[src/rtl/kcode_bus_arbiter.sv]
// Two-port (instruction/data) arbiter onto a single kernel-code RAM port, IDLE/ACCESS/GAP FSM.
// Define KCA_TIMEOUT_EN to abort an access with err after TIMEOUT_CYCLES ACCESS cycles without ready.
module kcode_bus_arbiter #(
    parameter int unsigned TIMEOUT_CYCLES = 16
) (
    input  logic        clk_i,
    input  logic        rst_i,
    input  logic        if_req_i,
    input  logic [31:0] if_addr_i,
    output logic [31:0] if_rdata_o,
    output logic        if_ack_o,
    input  logic        dm_req_i,
    input  logic        dm_we_i,
    input  logic [31:0] dm_addr_i,
    input  logic [31:0] dm_wdata_i,
    input  logic [3:0]  dm_byte_sel_i,
    output logic [31:0] dm_rdata_o,
    output logic        dm_ack_o,
    output logic        err_o,
    output logic        ce_o,
    output logic        we_in_o,
    output logic [31:0] addr_o,
    output logic [31:0] wr_data_o,
    output logic [3:0]  byte_sel_o,
    input  logic [31:0] rd_data_i,
    input  logic        ready_i
);

    typedef enum logic [1:0] {
        ST_IDLE,
        ST_ACCESS,
        ST_GAP
    } state_e;

    if (TIMEOUT_CYCLES == 0) begin : g_bad_timeout
        $error("TIMEOUT_CYCLES must be nonzero");
    end

    state_e      state_q, state_d;
    logic        ce_q, ce_d;
    logic        we_q, we_d;
    logic [31:0] addr_q, addr_d;
    logic [31:0] wdata_q, wdata_d;
    logic [3:0]  bsel_q, bsel_d;
    logic        gnt_dm_q, gnt_dm_d;
    logic        if_ack_q, if_ack_d;
    logic        dm_ack_q, dm_ack_d;
    logic        err_q, err_d;
    logic [31:0] if_rdata_q, if_rdata_d;
    logic [31:0] dm_rdata_q, dm_rdata_d;
    logic        pick_dm;

`ifdef KCA_TIMEOUT_EN
    localparam int unsigned CW = $clog2(TIMEOUT_CYCLES + 1);
    localparam logic [CW-1:0] TMO_LAST = CW'(TIMEOUT_CYCLES - 1);
    logic [CW-1:0] tmo_q, tmo_d;
`endif

    always_comb begin
        state_d    = state_q;
        ce_d       = ce_q;
        we_d       = we_q;
        addr_d     = addr_q;
        wdata_d    = wdata_q;
        bsel_d     = bsel_q;
        gnt_dm_d   = gnt_dm_q;
        if_ack_d   = 1'b0;
        dm_ack_d   = 1'b0;
        err_d      = 1'b0;
        if_rdata_d = if_rdata_q;
        dm_rdata_d = dm_rdata_q;
        pick_dm    = 1'b0;
`ifdef KCA_TIMEOUT_EN
        tmo_d      = '0;
`endif
        case (state_q)
            ST_IDLE: begin
                ce_d = 1'b0;
                if (if_req_i || dm_req_i) begin
                    // gnt_dm_q doubles as the last-grant flag; a tie goes to the other port
                    pick_dm  = dm_req_i && (!if_req_i || !gnt_dm_q);
                    gnt_dm_d = pick_dm;
                    ce_d     = 1'b1;
                    state_d  = ST_ACCESS;
                    if (pick_dm) begin
                        we_d    = dm_we_i;
                        addr_d  = dm_addr_i;
                        wdata_d = dm_wdata_i;
                        bsel_d  = dm_byte_sel_i;
                    end else begin
                        we_d    = 1'b0;
                        addr_d  = if_addr_i;
                        wdata_d = '0;
                        bsel_d  = '0;
                    end
                end
            end
            ST_ACCESS: begin
                if (ready_i) begin
                    if (gnt_dm_q) begin
                        dm_ack_d   = 1'b1;
                        dm_rdata_d = rd_data_i;
                    end else begin
                        if_ack_d   = 1'b1;
                        if_rdata_d = rd_data_i;
                    end
                    ce_d    = 1'b0;
                    state_d = ST_GAP;
                end
`ifdef KCA_TIMEOUT_EN
                else if (tmo_q == TMO_LAST) begin
                    if (gnt_dm_q) begin
                        dm_ack_d   = 1'b1;
                        dm_rdata_d = '0;
                    end else begin
                        if_ack_d   = 1'b1;
                        if_rdata_d = '0;
                    end
                    err_d   = 1'b1;
                    ce_d    = 1'b0;
                    state_d = ST_GAP;
                end else begin
                    tmo_d = tmo_q + 1'b1;
                end
`endif
            end
            ST_GAP: begin
                ce_d    = 1'b0;
                state_d = ST_IDLE;
            end
            default: begin
                ce_d    = 1'b0;
                state_d = ST_IDLE;
            end
        endcase
    end

    always_ff @(posedge clk_i) begin
        if (rst_i) begin
            state_q    <= ST_IDLE;
            ce_q       <= 1'b0;
            we_q       <= 1'b0;
            addr_q     <= '0;
            wdata_q    <= '0;
            bsel_q     <= '0;
            gnt_dm_q   <= 1'b0;
            if_ack_q   <= 1'b0;
            dm_ack_q   <= 1'b0;
            err_q      <= 1'b0;
            if_rdata_q <= '0;
            dm_rdata_q <= '0;
`ifdef KCA_TIMEOUT_EN
            tmo_q      <= '0;
`endif
        end else begin
            state_q    <= state_d;
            ce_q       <= ce_d;
            we_q       <= we_d;
            addr_q     <= addr_d;
            wdata_q    <= wdata_d;
            bsel_q     <= bsel_d;
            gnt_dm_q   <= gnt_dm_d;
            if_ack_q   <= if_ack_d;
            dm_ack_q   <= dm_ack_d;
            err_q      <= err_d;
            if_rdata_q <= if_rdata_d;
            dm_rdata_q <= dm_rdata_d;
`ifdef KCA_TIMEOUT_EN
            tmo_q      <= tmo_d;
`endif
        end
    end

    assign ce_o       = ce_q;
    assign we_in_o    = we_q;
    assign addr_o     = addr_q;
    assign wr_data_o  = wdata_q;
    assign byte_sel_o = bsel_q;
    assign if_ack_o   = if_ack_q;
    assign dm_ack_o   = dm_ack_q;
    assign err_o      = err_q;
    assign if_rdata_o = if_rdata_q;
    assign dm_rdata_o = dm_rdata_q;

endmodule

[config.mk]
export PLATFORM = sky130hd
export DESIGN_NAME = kcode_bus_arbiter
export DESIGN_NICKNAME = d
export VERILOG_FILES = /design/src/rtl/kcode_bus_arbiter.sv
export SDC_FILE = /design/constraint.sdc
export NUM_CORES = 1
export LEC_CHECK = 0
export CORE_ASPECT_RATIO = 0.6
export CORE_MARGIN = 5
export CORE_UTILIZATION = 45
export DETAILED_ROUTE_END_ITERATION = 7
export DONT_BUFFER_PORTS = 1
export GPL_TIMING_DRIVEN = 1
export SYNTH_ARGS = -nofsm -noshare
export SYNTH_HDL_FRONTEND = slang
export SYNTH_SLANG_ARGS = --single-unit
export TNS_END_PERCENT = 100
[constraint.sdc]
create_clock -name clk_i -period 1.3 [get_ports clk_i]
set_input_delay 0.26 -clock clk_i [delete_from_list [all_inputs] [get_ports clk_i]]
set_output_delay 0.26 -clock clk_i [all_outputs]
set_load 0.1 [all_outputs]
# Yosys cells after proc, flatten, opt, wreduce, memory -nomap -nowiden

Index checks and enable logic that the tools add are counted.

Bits in registers: 139
Latch bits: 0
Bits in writable memories: 0
Memory bits (read-only): 0
Input port bits: 138
Output and inout bits: 137
Logic and storage cells: 40
Memories kept: 0

Add/sub/neg operators: 0
$mul: 0
Divide/modulo/power cells: 0
Order comparisons: 0
Eq/ne operators: 3
Shifts and indexed selects: 0
Mux-type cells: 12
Bitwise gates (word level): 3
Reductions and logical operators: 11

Operator list:

| kind               | number |
|---|---|
| $mux 32            | 2 |
| $reduce_and 3->1   | 2 |
| $mux 1             | 5 |
| $mux 2             | 2 |
| $mux 4             | 1 |
| $ne 2x2->1 const B | 2 |
| $pmux 2 s2         | 1 |
| $reduce_and 2->1   | 2 |
| $not 1->1          | 3 |
| $reduce_or 3->1    | 1 |
| $eq 2x1->1 const B | 1 |
| $logic_not 1->1    | 2 |
| $logic_not 2->1    | 1 |
| $logic_or 1x1->1   | 2 |
| $pmux 1 s2         | 1 |
| $logic_and 1x1->1  | 1 |

# Longest topological paths before layout

Depth in word-level cells: 4
Mapped depth: 6
Mapped depth without buffers: 3

# Worst setup path before layout

No wires, ideal clock.

Path kind: register to register
Start: register addr_o[10] (netlist name)
End: register addr_q[10] (netlist: addr_o[10])
Setup time: 89 ps
Arrival time: 1,277 ps
Required time: 1,211 ps
Path slack: -66 ps
Cell stages (with the launch flop): 3
Buffers on the path: 0
Period minus slack after synthesis: 1,366 ps
Path through: dfxtp_1 > a21oi_1 > a311oi_2

RTL lines:

| what                   | line | text |
|---|---|---|
| end signal: assignment | 159  | `addr_q <= addr_d;` |
| end: declaration       | 42   | `logic [31:0] addr_q, addr_d;` |

# Worst setup path in the final report

Start: register gnt_dm_q
End: register if_rdata_q[29] (netlist: if_rdata_o[29])

Word-level cells in the longest chain between the ends: 2

Ends and longest elaborated chain:

| what                       | line | text |
|---|---|---|
| start: declaration         | 45   | `logic gnt_dm_q, gnt_dm_d;` |
| start signal: assignment   | 162  | `gnt_dm_q <= gnt_dm_d;` |
| $not 1->1 (no line)        | --   |  |
| $reduce_and 3->1 (no line) | --   |  |
| end signal: assignment     | 166  | `if_rdata_q <= if_rdata_d;` |
| end: declaration           | 49   | `logic [31:0] if_rdata_q, if_rdata_d;` |

Every way passes these cells.
A chain may end at the register's enable or synchronous reset.

==> impl_metrics.tcl <==
set metrics [dict create \
    status "finished, violations left" \
    failed_checks "negative hold slack, negative setup slack" \
    area_delta_synth_final_pct 71.5 \
    tritoncts "yes" \
    fin_ws_ns -0.0656 \
    seq_area_sq_mm 0.00284 \
    dieHeight_um 93.5 \
    synth.area.top_cells "dfxtp_1 (53%), nand2_1 (14%), a21oi_1 (9.6%), a311oi_2 (8.6%), a22o_1 (6.2%)" \
    powerDensity_mw_per_mm2 1550 \
    dr.pass1.iters 4 \
    cp_max_fo 8 \
    post-dp-hpwl_mm 11.5 \
    drtAntennaViolNets 0 \
    drive_gt1_share_pct 47.6 \
    hold_depth 1 \
    p_comb_share_pct 28.6 \
    wl_per_cell_um 23.4 \
    multi_input_comb_area_sq_mm 0.00251 \
    grt_max_degree 105 \
    cts_inserted_buffers 17 \
    swShare_pct 35.6 \
    yosysTopAreaCell "dfxtp_1" \
    synth_top_area_share_pct 53.2 \
    dieArea_sq_mm 0.0139 \
    routed_wl_mm 21.6 \
    drv_cap 0 \
    drt_iter0_drc 326 \
    die_x_um 149 \
    grt_pass1_vias 5011 \
    ys_seq_elements 139 \
    p_sw_mw 4.94 \
    clock_sinks 139 \
    finalClockSkew_ns 0.0139 \
    antenna_found_initial 0 \
    p_leak_nw 3.47 \
    critical_path_class "register to register" \
    cp-end-kind "register" \
    ir_worst_vdd_mv 1.11 \
    clk_pin_slew_ns 0.06 \
    avgSynthCellArea_sq_um 9.09 \
    p_seq_share_pct 34.4 \
    crit_required_ns 1.64 \
    yosysSeqAreaShare_pct 53.2 \
    layout_common_cells "nand2_1 (168), dfxtp_1 (95), buf_6 (94)" \
    setup_viol 55 \
    htree_levels 4 \
    hold_violations 75 \
    nFillCells 638 \
    synth.distinct_cells 26 \
    initial_core_util_pct 46.1 \
    period_share_pct 105 \
    layout_min_cycle_time_ns 1.37 \
    port_buffers 0 \
    n_antenna_cell 0 \
    cp.arrival_ns 1.71 \
    overflow 0 \
    hp-class "input pin to register" \
    fmax_mhz 732 \
    place_area_sq_mm 0.00691 \
    cts_buffer_depth 2 \
    num_vias 5216 \
    grt_pass1_wl_mm 26.8 \
    synth_fp_nets 713 \
    drc_errors 0 \
    core_area_sq_mm 0.0113 \
    p_clk_share_pct 36.9 \
    rsz0062_at_grt "yes" \
    synth_warnings 0 \
    final_common_cell "nand2_1" \
    cellInternalPower_mw 8.93 \
    slew_viol_final 0 \
    finish.net_count 888 \
    io-pin-count 275 \
    worst-r2r-cell-count 6 \
    track_usage_pct 24.4 \
    fin_area_sq_mm 0.00897 \
    dp_slack_ns -0.0426 \
    num_rows 30 \
    vias_per_cell 5.65 \
    synthCells 575 \
    syn_area_sq_mm 0.00523 \
    insertion_delay_ns 0.41 \
    whs_ns -0.0841 \
    start_kind "register" \
    gp_congestion 0.787 \
    clock-root-buffer "clkbuf_16" \
]
## Yosys cell counts
cell type,instances
or2_1,1
buf_4,5
a311oi_2,30
dfxtp_1,139
nand2b_1,1
nor2b_1,1
a22o_1,37
conb_1,1
nand4b_1,1
nor2_1,4
a21boi_2,1
buf_6,5
buf_1,4
clkbuf_1,22
a311oi_1,3
nand4bb_1,1
a21oi_4,1
nand2_1,194
and2_1,1
buf_2,18
a21oi_1,100
nand3b_1,1
and4b_1,1
and3_1,1
nor4bb_1,1
a21bo_1,1
## stage by stage
| step | power (mW) | std cells | TNS (ns) | util, % |
|---|---|---|---|---|
| global route | 14.2 | 923 | -5.33 | 79.1 |
| CTS | 13.5 | 907 | -0.471 | 71.0 |
| finish | 13.9 | 923 | -1.33 | 79.1 |
| global placement | 8.17 | 839 | 0 | 60.9 |
| detailed placement | 8.23 | 839 | -0.726 | 60.9 |
| floorplan | 7.43 | 575 | 0 | - |
## what timing repair did
item                                    4_1_cts  5_1_grt
setup buffers                                 0        4
hold buffers                                 36        1
endpoints found under the hold margin       138      103
cloned                                        0       11
endpoints found under the setup margin      135      181
resized for setup                            44      177
pin swaps                                     0       35
## power by group through the flow
stage               combinational (mW)  sequential (mW)  clock (mW)
CTS                               3.58             4.73        5.14
floorplan                        0.811             6.62           0
global placement                  3.38             4.79           0
global route                      4.09             4.80        5.34
detailed placement                3.43             4.80           0
finish                            3.97             4.78        5.12
## critical path, cell delays in order, from the launching register on
cell	delay, ns
dfxtp_4	0.36
buf_6	0.12
nor4bb_4	0.27
buf_6	0.18
buf_12	0.16
nand2_4	0.06
a21oi_2	0.15
## state kept, by name, indices dropped and copies added (netlist names), 2 cells and up
signal      flops
addr_o         32
dm_rdata_o     32
if_rdata_o     32
wr_data_o      32
byte_sel_o      4
state_q         2
## path summary, 6_finish.rpt
path,from,end,slack (ns)
worst max-delay path,gnt_dm_q$_SDFFE_PP0P_,if_rdata_o[29]$_SDFFE_PP0P_,-0.07
worst min-delay path,rst_i,addr_o[14]$_SDFFE_PP0P_,-0.08
worst max register to register,gnt_dm_q$_SDFFE_PP0P_,if_rdata_o[29]$_SDFFE_PP0P_,-0.07
worst min register to register,dm_rdata_o[0]$_SDFFE_PP0P_,dm_rdata_o[0]$_SDFFE_PP0P_,0.48
## area by class of cell
type                            instances  area share (%)
Tap cell                              160            2.23
Clock inverter                         14            2.05
Clock buffer                           18            4.90
Timing Repair Buffer                  210            31.1
Sequential cell                       139            31.7
Multi-Input combinational cell        382            28.0
## logic make-up (layout without fill, tap and decap cells)
kind of cell	Yosys count	count (layout)	synth area share [%]
buffers and inverters	54	242	5.38
and+or+nand+nor	208	208	15.7
AOI/OAI and AO/OA	173	173	25.6
DFF	139	139	53.2
other	1	1	0.0717
## metal layers
layer  track usage [%]  share of wire (%)  vias up
li1                  -                  -     2339
met1              27.0                 38     2548
met2              41.5                 49      276
met3              10.7                 10       53
met4              9.37                2.8        0
met5                 0                  0        -
No activity file was read; power rests on OpenSTA's default activity.
